--- config.mk ---
export PLATFORM = sky130hd
export DESIGN_NAME = bin_morph_3x3_flat
export DESIGN_NICKNAME = d
export VERILOG_FILES = /design/src/rtl/bin_morph_pkg.sv /design/src/rtl/bin_morph_3x3_if.sv /design/src/rtl/bin_morph_pos_cnt.sv /design/src/rtl/bin_morph_3x3.sv /design/src/flat_wrapper.sv
export SDC_FILE = /design/constraint.sdc
export NUM_CORES = 1
export LEC_CHECK = 0
export BUFFER_PORTS_ARGS = -buffer_cell sky130_fd_sc_hd__buf_2
export CAP_MARGIN = 20
export CORE_AREA = 2 2 59 61
export DETAILED_ROUTE_END_ITERATION = 8
export DIE_AREA = 0 0 61 63
export GPL_TIMING_DRIVEN = 0
export HOLD_SLACK_MARGIN = 0.05
export PLACE_DENSITY = 0.81
export SLEW_MARGIN = 20
export SYNTH_ARGS = -nofsm -noshare
export SYNTH_HDL_FRONTEND = slang
export SYNTH_HIERARCHICAL = 1
export SYNTH_SLANG_ARGS = --single-unit
--- constraint.sdc ---
create_clock -name sys_clk -period 2.6 [get_ports sys_clk]
set_input_delay 0 -clock sys_clk [delete_from_list [all_inputs] [get_ports sys_clk]]
set_output_delay 0 -clock sys_clk [all_outputs]
set_load 0.03 [all_outputs]
--- src/rtl/bin_morph_pkg.sv ---
// rtl/bin_morph_pkg.sv - mode codes, FSM state type and counter width helper for bin_morph_3x3
package bin_morph_pkg;

  localparam logic [1:0] MODE_PASS   = 2'd0;
  localparam logic [1:0] MODE_ERODE  = 2'd1;
  localparam logic [1:0] MODE_DILATE = 2'd2;

  typedef enum logic [1:0] {
    WAIT   = 2'd0,
    ACTIVE = 2'd1,
    DONE   = 2'd2
  } state_t;

  function automatic int cnt_width(input int n);
    return (n > 1) ? $clog2(n) : 1;
  endfunction

endpackage

--- src/rtl/bin_morph_3x3_if.sv ---
// rtl/bin_morph_3x3_if.sv - window input and filtered pixel output bundle of bin_morph_3x3
interface bin_morph_3x3_if;

  logic matrix_wr_en;
  logic matrix_p11, matrix_p12, matrix_p13;
  logic matrix_p21, matrix_p22, matrix_p23;
  logic matrix_p31, matrix_p32, matrix_p33;
  logic out_en;
  logic out_bit;
  logic out_sol;
  logic out_eof;

  modport master (
    output matrix_wr_en,
    output matrix_p11, matrix_p12, matrix_p13,
    output matrix_p21, matrix_p22, matrix_p23,
    output matrix_p31, matrix_p32, matrix_p33,
    input  out_en, out_bit, out_sol, out_eof
  );

  modport slave (
    input  matrix_wr_en,
    input  matrix_p11, matrix_p12, matrix_p13,
    input  matrix_p21, matrix_p22, matrix_p23,
    input  matrix_p31, matrix_p32, matrix_p33,
    output out_en, out_bit, out_sol, out_eof
  );

endinterface

--- src/rtl/bin_morph_pos_cnt.sv ---
// rtl/bin_morph_pos_cnt.sv - raster x/y position counters; outputs give the position of the current beat
module bin_morph_pos_cnt
  import bin_morph_pkg::*;
#(
  parameter int IMG_W = 1600,
  parameter int IMG_H = 900,
  parameter int XW    = cnt_width(IMG_W),
  parameter int YW    = cnt_width(IMG_H)
) (
  input  logic          sys_clk,
  input  logic          sys_rst,
  input  logic          clear,
  input  logic          step,
  output logic [XW-1:0] x,
  output logic [YW-1:0] y,
  output logic          first,
  output logic          last_x,
  output logic          last_pix
);

  logic [XW-1:0] x_q;
  logic [YW-1:0] y_q;

  // clear is seen combinationally so a beat coincident with it is pixel (0,0)
  assign x        = clear ? '0 : x_q;
  assign y        = clear ? '0 : y_q;
  assign first    = (x == '0);
  assign last_x   = (x == XW'(IMG_W - 1));
  assign last_pix = last_x && (y == YW'(IMG_H - 1));

  always_ff @(posedge sys_clk) begin
    if (sys_rst) begin
      x_q <= '0;
      y_q <= '0;
    end else if (step) begin
      if (last_x) begin
        x_q <= '0;
        y_q <= last_pix ? '0 : y + 1'b1;
      end else begin
        x_q <= x + 1'b1;
        y_q <= y;
      end
    end else if (clear) begin
      x_q <= '0;
      y_q <= '0;
    end
  end

endmodule

--- src/rtl/bin_morph_3x3.sv ---
// rtl/bin_morph_3x3.sv - 3x3 binary erode/dilate/pass filter with raster framing; BIN_MORPH_BORDER_MASK_EN zeroes morph borders
module bin_morph_3x3
  import bin_morph_pkg::*;
#(
  parameter int IMG_W = 1600,
  parameter int IMG_H = 900
) (
  input  logic                  sys_clk,
  input  logic                  sys_rst,
  input  logic                  frame_start,
  input  logic [1:0]            mode,
  bin_morph_3x3_if.slave        win,
  output logic                  busy,
  output logic                  frame_done
);

  localparam int XW = cnt_width(IMG_W);
  localparam int YW = cnt_width(IMG_H);

`ifdef BIN_MORPH_BORDER_MASK_EN
  localparam bit MASK_EN = 1'b1;
`else
  localparam bit MASK_EN = 1'b0;
`endif

  state_t        state_q, state_d;
  logic [1:0]    mode_q, mode_eff;
  logic          accept;
  logic [8:0]    window;
  logic          morph_bit;
  logic [XW-1:0] pix_x;
  logic [YW-1:0] pix_y;
  logic          pix_first, pix_last_x, pix_last;

  logic          s1_valid, s1_bit, s1_first, s1_last, s1_last_x, s1_morph;
  logic [XW-1:0] s1_x;
  logic [YW-1:0] s1_y;
  logic          border;

  // a beat coincident with frame_start belongs to the new frame and its mode
  assign accept   = win.matrix_wr_en && (frame_start || state_q == ACTIVE);
  assign mode_eff = frame_start ? mode : mode_q;
  assign window   = {win.matrix_p11, win.matrix_p12, win.matrix_p13,
                     win.matrix_p21, win.matrix_p22, win.matrix_p23,
                     win.matrix_p31, win.matrix_p32, win.matrix_p33};

  bin_morph_pos_cnt #(
    .IMG_W (IMG_W),
    .IMG_H (IMG_H),
    .XW    (XW),
    .YW    (YW)
  ) u_pos_cnt (
    .sys_clk  (sys_clk),
    .sys_rst  (sys_rst),
    .clear    (frame_start),
    .step     (accept),
    .x        (pix_x),
    .y        (pix_y),
    .first    (pix_first),
    .last_x   (pix_last_x),
    .last_pix (pix_last)
  );

  always_ff @(posedge sys_clk) begin
    if (sys_rst) state_q <= WAIT;
    else         state_q <= state_d;
  end

  always_comb begin
    state_d = state_q;
    case (state_q)
      WAIT:    if (frame_start) state_d = ACTIVE;
      ACTIVE:  if (frame_start) state_d = ACTIVE;
               else if (accept && pix_last) state_d = DONE;
      DONE:    if (frame_start) state_d = ACTIVE;
               else if (frame_done) state_d = WAIT;
      default: state_d = WAIT;
    endcase
  end

  always_comb begin
    busy = (state_q == ACTIVE);
  end

  always_comb begin
    case (mode_eff)
      MODE_PASS:   morph_bit = window[4];
      MODE_ERODE:  morph_bit = &window;
      MODE_DILATE: morph_bit = |window;
      default:     morph_bit = window[4];
    endcase
  end

  assign border = (s1_x == '0) || s1_last_x || (s1_y == '0) || (s1_y == YW'(IMG_H - 1));

  // frame_done follows out_eof so it trails the last emitted pixel, not the last accepted beat
  always_ff @(posedge sys_clk) begin
    if (sys_rst) begin
      mode_q      <= MODE_PASS;
      s1_valid    <= 1'b0;
      s1_bit      <= 1'b0;
      s1_first    <= 1'b0;
      s1_last     <= 1'b0;
      s1_last_x   <= 1'b0;
      s1_morph    <= 1'b0;
      s1_x        <= '0;
      s1_y        <= '0;
      win.out_en  <= 1'b0;
      win.out_bit <= 1'b0;
      win.out_sol <= 1'b0;
      win.out_eof <= 1'b0;
      frame_done  <= 1'b0;
    end else begin
      if (frame_start) mode_q <= mode;
      s1_valid    <= accept;
      s1_bit      <= morph_bit;
      s1_first    <= pix_first;
      s1_last     <= pix_last;
      s1_last_x   <= pix_last_x;
      s1_morph    <= (mode_eff == MODE_ERODE) || (mode_eff == MODE_DILATE);
      s1_x        <= pix_x;
      s1_y        <= pix_y;
      win.out_en  <= s1_valid;
      win.out_bit <= s1_valid && s1_bit && !(MASK_EN && s1_morph && border);
      win.out_sol <= s1_valid && s1_first;
      win.out_eof <= s1_valid && s1_last;
      frame_done  <= win.out_eof;
    end
  end

endmodule
--- src/flat_wrapper.sv ---
// flat-port wrapper written by rule: the top's interface ports become plain ports
module bin_morph_3x3_flat import bin_morph_pkg::*;
#(
  parameter int IMG_W = 1600,
  parameter int IMG_H = 900
)
  (sys_clk, sys_rst, frame_start, mode, busy, frame_done, win_matrix_wr_en, win_matrix_p11, win_matrix_p12, win_matrix_p13, win_matrix_p21, win_matrix_p22, win_matrix_p23, win_matrix_p31, win_matrix_p32, win_matrix_p33, win_out_en, win_out_bit, win_out_sol, win_out_eof);
  bin_morph_3x3_if win_i ();
  input  logic sys_clk;
  input  logic sys_rst;
  input  logic frame_start;
  input  logic [1:0] mode;
  output logic busy;
  output logic frame_done;
  input wire logic [$bits(win_i.matrix_wr_en)-1:0] win_matrix_wr_en;
  input wire logic [$bits(win_i.matrix_p11)-1:0] win_matrix_p11;
  input wire logic [$bits(win_i.matrix_p12)-1:0] win_matrix_p12;
  input wire logic [$bits(win_i.matrix_p13)-1:0] win_matrix_p13;
  input wire logic [$bits(win_i.matrix_p21)-1:0] win_matrix_p21;
  input wire logic [$bits(win_i.matrix_p22)-1:0] win_matrix_p22;
  input wire logic [$bits(win_i.matrix_p23)-1:0] win_matrix_p23;
  input wire logic [$bits(win_i.matrix_p31)-1:0] win_matrix_p31;
  input wire logic [$bits(win_i.matrix_p32)-1:0] win_matrix_p32;
  input wire logic [$bits(win_i.matrix_p33)-1:0] win_matrix_p33;
  output wire logic [$bits(win_i.out_en)-1:0] win_out_en;
  output wire logic [$bits(win_i.out_bit)-1:0] win_out_bit;
  output wire logic [$bits(win_i.out_sol)-1:0] win_out_sol;
  output wire logic [$bits(win_i.out_eof)-1:0] win_out_eof;
  assign win_i.matrix_wr_en = win_matrix_wr_en;
  assign win_i.matrix_p11 = win_matrix_p11;
  assign win_i.matrix_p12 = win_matrix_p12;
  assign win_i.matrix_p13 = win_matrix_p13;
  assign win_i.matrix_p21 = win_matrix_p21;
  assign win_i.matrix_p22 = win_matrix_p22;
  assign win_i.matrix_p23 = win_matrix_p23;
  assign win_i.matrix_p31 = win_matrix_p31;
  assign win_i.matrix_p32 = win_matrix_p32;
  assign win_i.matrix_p33 = win_matrix_p33;
  assign win_out_en = win_i.out_en;
  assign win_out_bit = win_i.out_bit;
  assign win_out_sol = win_i.out_sol;
  assign win_out_eof = win_i.out_eof;
  bin_morph_3x3 #(.IMG_W(IMG_W), .IMG_H(IMG_H)) u_core (.sys_clk(sys_clk), .sys_rst(sys_rst), .frame_start(frame_start), .mode(mode), .win(win_i), .busy(busy), .frame_done(frame_done));
endmodule
# Word-level counts from Yosys, hierarchy flattened
# Cells that the tools add are included.
# word_totals
input_bits	15
reg_bits	34
output_inout_bits	6
word_cells	51
# op_classes
n_reduce_logical	12
n_mux	15
addsub	2
eq_ne	9
# ops
operator	n
$mux W10	4
$mux W11	3
$mux W2	6
$add A11 B1 Y11 const B	1
$eq A11 B11 Y1 const B	1
$logic_not A11 Y1	1
$add A10 B1 Y10 const B	1
$eq A10 B10 Y1 const B	1
$reduce_and A9 Y1	1
$reduce_or A9 Y1	1
$logic_and A1 B1 Y1	6
$ne A3 B2 Y1 const B	2
$pmux W2 S3	1
$eq A2 B1 Y1 const B	2
$eq A2 B2 Y1 const B	2
$reduce_and A3 Y1	1
$logic_not A2 Y1	1
$ne A2 B2 Y1 const B	1
$pmux W1 S2	1
$logic_or A1 B1 Y1	1

# Longest topological paths before layout
# logic_depth
depth_word	7
ltp_mapped	12
depth_no_buf	9

# Cells and area by module
# Netlist, hierarchy kept.
# by_module_without_submodules
module	seq_area_each_um2	area_each_um2	instances	cells_each
bin_morph_pos_cnt	420.4	1257.5	1	158
bin_morph_3x3	260.2	496.7	1	48

# Worst setup path before layout
# Ideal clock, no wire load.
# synth_path
path_kind	reg-to-reg
from	register u_core.state_q[0]
to	register u_core.u_pos_cnt.x_q[10]
required_ns	2.478
setup_ns	0.122
synth_period_minus_slack_ns	2.315
setup_slack_ns	0.285
n_path_buf	2
stages_incl_launch_ff	9
t_arrival_ns	2.192
cell_sequence	dfxtp_1 nor2b_2 o21a_1 clkbuf_1 nand3b_1 nor4_1 or2_2 clkbuf_1 nor2_1
# synth_between
elab_chain_cells	4
# synth_lines
item	line	text
start: declaration	bin_morph_3x3.sv:26	state_t state_q, state_d;
start signal: assignment	bin_morph_3x3.sv:66	else state_q <= state_d;
$eq A2 B1 Y1	-	
via busy	flat_wrapper.sv:13	output logic busy;
$logic_or A1 B1 Y1	bin_morph_3x3.sv:41	assign accept = win.matrix_wr_en && (frame_start || state_q == ACTIVE);
$logic_and A1 B1 Y1	bin_morph_3x3.sv:41	
via u_core.accept	bin_morph_3x3.sv:28	logic accept;
$mux W11	bin_morph_pos_cnt.sv:35	end else if (step) begin
end signal: assignment	bin_morph_pos_cnt.sv:40	x_q <= x + 1'b1;
end: declaration	bin_morph_pos_cnt.sv:21	logic [XW-1:0] x_q;
# The timed path passes the listed nets, and every way through them passes these cells.
# A chain may end at the register's enable or synchronous reset.

# Final worst setup path
# layout_path
from	input port win_matrix_p31
to	register u_core.s1_bit
# layout_between
elab_chain_cells	2
word_cells_on_any_way	3
classes_between	mux: 1; reduce/logical: 2
# layout_lines
item	line	text
start: declaration	flat_wrapper.sv:22	input wire logic [$bits(win_i.matrix_p31)-1:0] win_matrix_p31;
$reduce_or A9 Y1 or $reduce_and A9 Y1 (tied branches)	bin_morph_3x3.sv:89, bin_morph_3x3.sv:88	
$pmux W1 S2 (*)	bin_morph_3x3.sv:86	case (mode_eff)
end signal: assignment	bin_morph_3x3.sv:116	s1_bit <= morph_bit;
end: declaration	bin_morph_3x3.sv:35	logic s1_valid, s1_bit, s1_first, s1_last, s1_last_x, s1_morph;
# Every way passes the cells marked *; elsewhere a longest branch is shown, timed or not.

==> results.toml <==
[setup_path]
reg2reg_to = "u_core/u_pos_cnt/y_q[8]"
crit_required_ns = 2.84
r2r_slack_ns = 0.15
r2r-start = "u_core/u_pos_cnt/x_q[8]"
cp_max_fo = 2
slowest_delay_ns = 0.58
cp-start-kind = "input pin"
cp.arrival_ns = 2.72
r2r_cells = 5
crit_type = "input pin to register"
cp_cell_sequence = "dlygate4sd3_1 -> buf_2 -> nor2_1 -> dlygate4sd3_1 -> nand3_1 -> dlygate4sd3_1 -> a32o_1 -> dlygate4sd3_1"
setup.worst_path.end_class = "register"
cp_common_cell = "dlygate4sd3_1"
crit_slowest_cell = "dlygate4sd3_1"

[placed_design]
placed_cells = 272
gp_congestion = 0.8613
place_ws_ns = -0.1203
numPortBuffers = 20
place_hpwl_um = 2609
place_area_mm2 = 0.001912

[hold_path]
holdCritPathClass = "input pin to register"
hp-start = "frame_start"
whs_endpoint = "u_core/state_q[0]"
min_path_cells = 3

[power_and_ir_drop]
switching_power_uw = 236.6
clkPwrFrac_pct = 45.0
switching_share_pct = 20.93
p_seq_share_pct = 47.1
powerDensity_mw_per_mm2 = 524.1
power_frac_comb_pct = 7.9
leakage_nw = 0.8546
power_mw = 1.130
vdd_ir_drop_max_v = 0.0005227
p_int_uw = 893.8

[floorplan]
num_rows = 21
core_mm2 = 0.003232
chipWidth_um = 61
fp.dieH_um = 63
start_util_pct = 54.28
pin_count = 21
dieArea_mm2 = 0.003843

[synthesis]
yosys.area_share.xor_xnor_pct = 2.996
ys_ff_latch = 34
synth_ff_type = "dfxtp_1"
synth_area_leaders = "dfxtp_1 (39%), nor2b_1 (8.2%), a21oi_1 (4.3%), ha_1 (3.6%), nor2_1 (3.2%)"
synth_top_area_share_pct = 38.80
synth_common_cells = "dfxtp_1 (34), nor2b_1 (23), a21oi_1 (15), nor2_1 (15)"
yosys.area_share.simple_pct = 36.23
syn-num-nets = 226
avgSynthCellArea_um2 = 8.515
yosys.area_share.adder_pct = 3.566
synth_area_mm2 = 0.001754
synth_seq_area_share_pct = 38.80
synth-edff-count = 0
yosys_warnings = 6
ys_async_sr_fraction_pct = 0
yosys-mux-area-fraction_pct = 1.141
synth_cells = 206
synth_top_area_cell = "dfxtp_1"
synth_most_common_cell = "dfxtp_1"
ys_types = 45
synth-compound-area-share_pct = 12.70
synth_top_family_by_area = "simple AND/OR/NAND/NOR gates"

[layout]
final_area_mm2 = 0.002157
diodes = 0
nets = 265
final.fill_count = 260
fin_cells = 292
multi_input_area_mm2 = 0.001011
final-seq-area_um2 = 680.7
drive_gt1_share_pct = 16.67
syn_to_final_growth_pct = 22.97

[job]
drv_cap = 0

[timing]
finalCritPeriodShare_pct = 95.52
setup_viol = 0
fin_worst_skew_ns = 0.01923
layout_setup_ws_ns = 0.1166
relSlewSlack_pct = 59.13
report.final.slew_viol_count = 0
tightest_slew_ns = 0.6094
hold_ws_ns = 0.1045
hold_viol = 0
rsz0062_at_grt = "false"
min_period_ns = 2.483
fmax_mhz = 402.7

[grt]
grt_pass1_wl_um = 6637
grt_max_degree = 16
global_route.overflow_total = 0
grt_pass1_vias = 1537
antenna_found_initial = 0
grt.total_usage_pct = 23.37

[route]
dr.pass1.iters = 4
wl_um = 4100
drc_errors = 0
via_per_inst = 5.603
wire_per_inst_um = 14.04
ant_nets = 0
routed-via-count = 1636
drt_iter0_markers = 98

[clocking]
clk_path_buf_depth = 2
cts.sinks = 34
clockRootBuffer = "clkbuf_4"
cts_tree = "done"
cts_buffers = 5
clk_latency_ns = 0.35
htreeDepth = 2
clk_pin_slew_worst_paths_ns = 0.10

[outcome]
outcome = "finished clean"
## worst max-delay path: cells and delay by family
kind,cells,cell delay (ns)
AND/OR/NAND/NOR,2,0.14
AO/OA/AOI/OAI,1,0.25
buffers and inverters,5,2.33
## worst max path at each step
| stage | slack, ns | to | from | cells past startpoint |
|---|---|---|---|---|
| 2_1_floorplan | 0.29 | u_core/u_pos_cnt/x_q[10] | u_core/state_q[0] | 8 |
| 3_3_place_gp | -0.13 | u_core/state_q[0] | frame_start | 13 |
| 3_5_place_dp | -0.12 | u_core/state_q[0] | frame_start | 13 |
| 4_1_cts | 0.05 | u_core/state_q[0] | u_core/u_pos_cnt/x_q[1] | 10 |
| 5_1_grt | 0.03 | u_core/s1_bit | win_matrix_p31 | 8 |
| 6_report | 0.12 | u_core/s1_bit | win_matrix_p31 | 8 |
## registers in the layout (all words and copies together), names as in the netlist, 2 cells and up
signal,flops
u_core/u_pos_cnt/y_q,10
u_core/mode_q,2
u_core/state_q,2
u_core/u_pos_cnt/x_q,11
## through the flow
stage | utilization (%) | setup TNS, ns
after detailed placement | 59.16 | -0.3287
after global routing | 66.74 | 0
final | 66.74 | 0
after CTS | 65.58 | 0
after floorplan | - | 0
after global placement | 59.16 | -0.2671
## cell type report
class	instances	share of cell area [%]
sequential	34	31.55
tap	46	2.668
timing repair buffer	33	10.21
buffer	7	1.624
inverter	11	1.914
clock buffer	6	2.378
clock inverter	2	2.784
multi-input combinational	153	46.87
## per-layer routing
metal  track usage, %  share of wire [%]
met2            37.10                 49
met3            5.590                3.9
met4            13.86                4.4
met5                0                  0
met1            27.66                 43
## cells in the final DEF, fill, tap and decap left out, drive strengths merged, types with 2 or more instances in the layout
cell type and count:
dlygate4sd3 9, nand3 5, bufinv 2, dfxtp 34
mux2i 2, or4 3, nand3b 4, nand2b 6
inv 11, nor3 4, o31ai 3, nor2 15
nor2b 24, and2 3, nand2 11, o21ai 7
nor4 6, buf 27, or4b 3, ha 5
or3 6, a21oi 15, clkbuf 10, and4 2
xnor2 6, and3 3, nand4 4, and4b 3
## power by group through the flow
stage / Sequential [mW] / Clock (mW) / Combinational (mW)
after global placement: 0.544 / 0 / 0.0727
after detailed placement: 0.544 / 0 / 0.0731
after global routing: 0.534 / 0.541 / 0.0971
after floorplan: 0.546 / 0 / 0.0428
after CTS: 0.532 / 0.520 / 0.0858
final: 0.532 / 0.509 / 0.0894
## logic make-up (layout without fill, tap and decap cells)
logic type | Yosys count | in the layout
buffers and inverters | 19 | 59
AND/OR/NAND/NOR | 105 | 105
AO/OA/AOI/OAI | 35 | 35
multiplexers | 2 | 2
adder cells (fa/ha/maj) | 5 | 5
flip-flops | 34 | 34
XOR/XNOR | 6 | 6
## timing repair
item                                   in CTS  in global routing
buffers inserted                            0                  4
hold buffers                                9                  0
endpoints found under the hold margin      10                  0
pin swaps                                   0                  2
gates resized for setup                     1                  2
setup endpoints to repair                   7                 10
(Power assumes the default switching activity.)
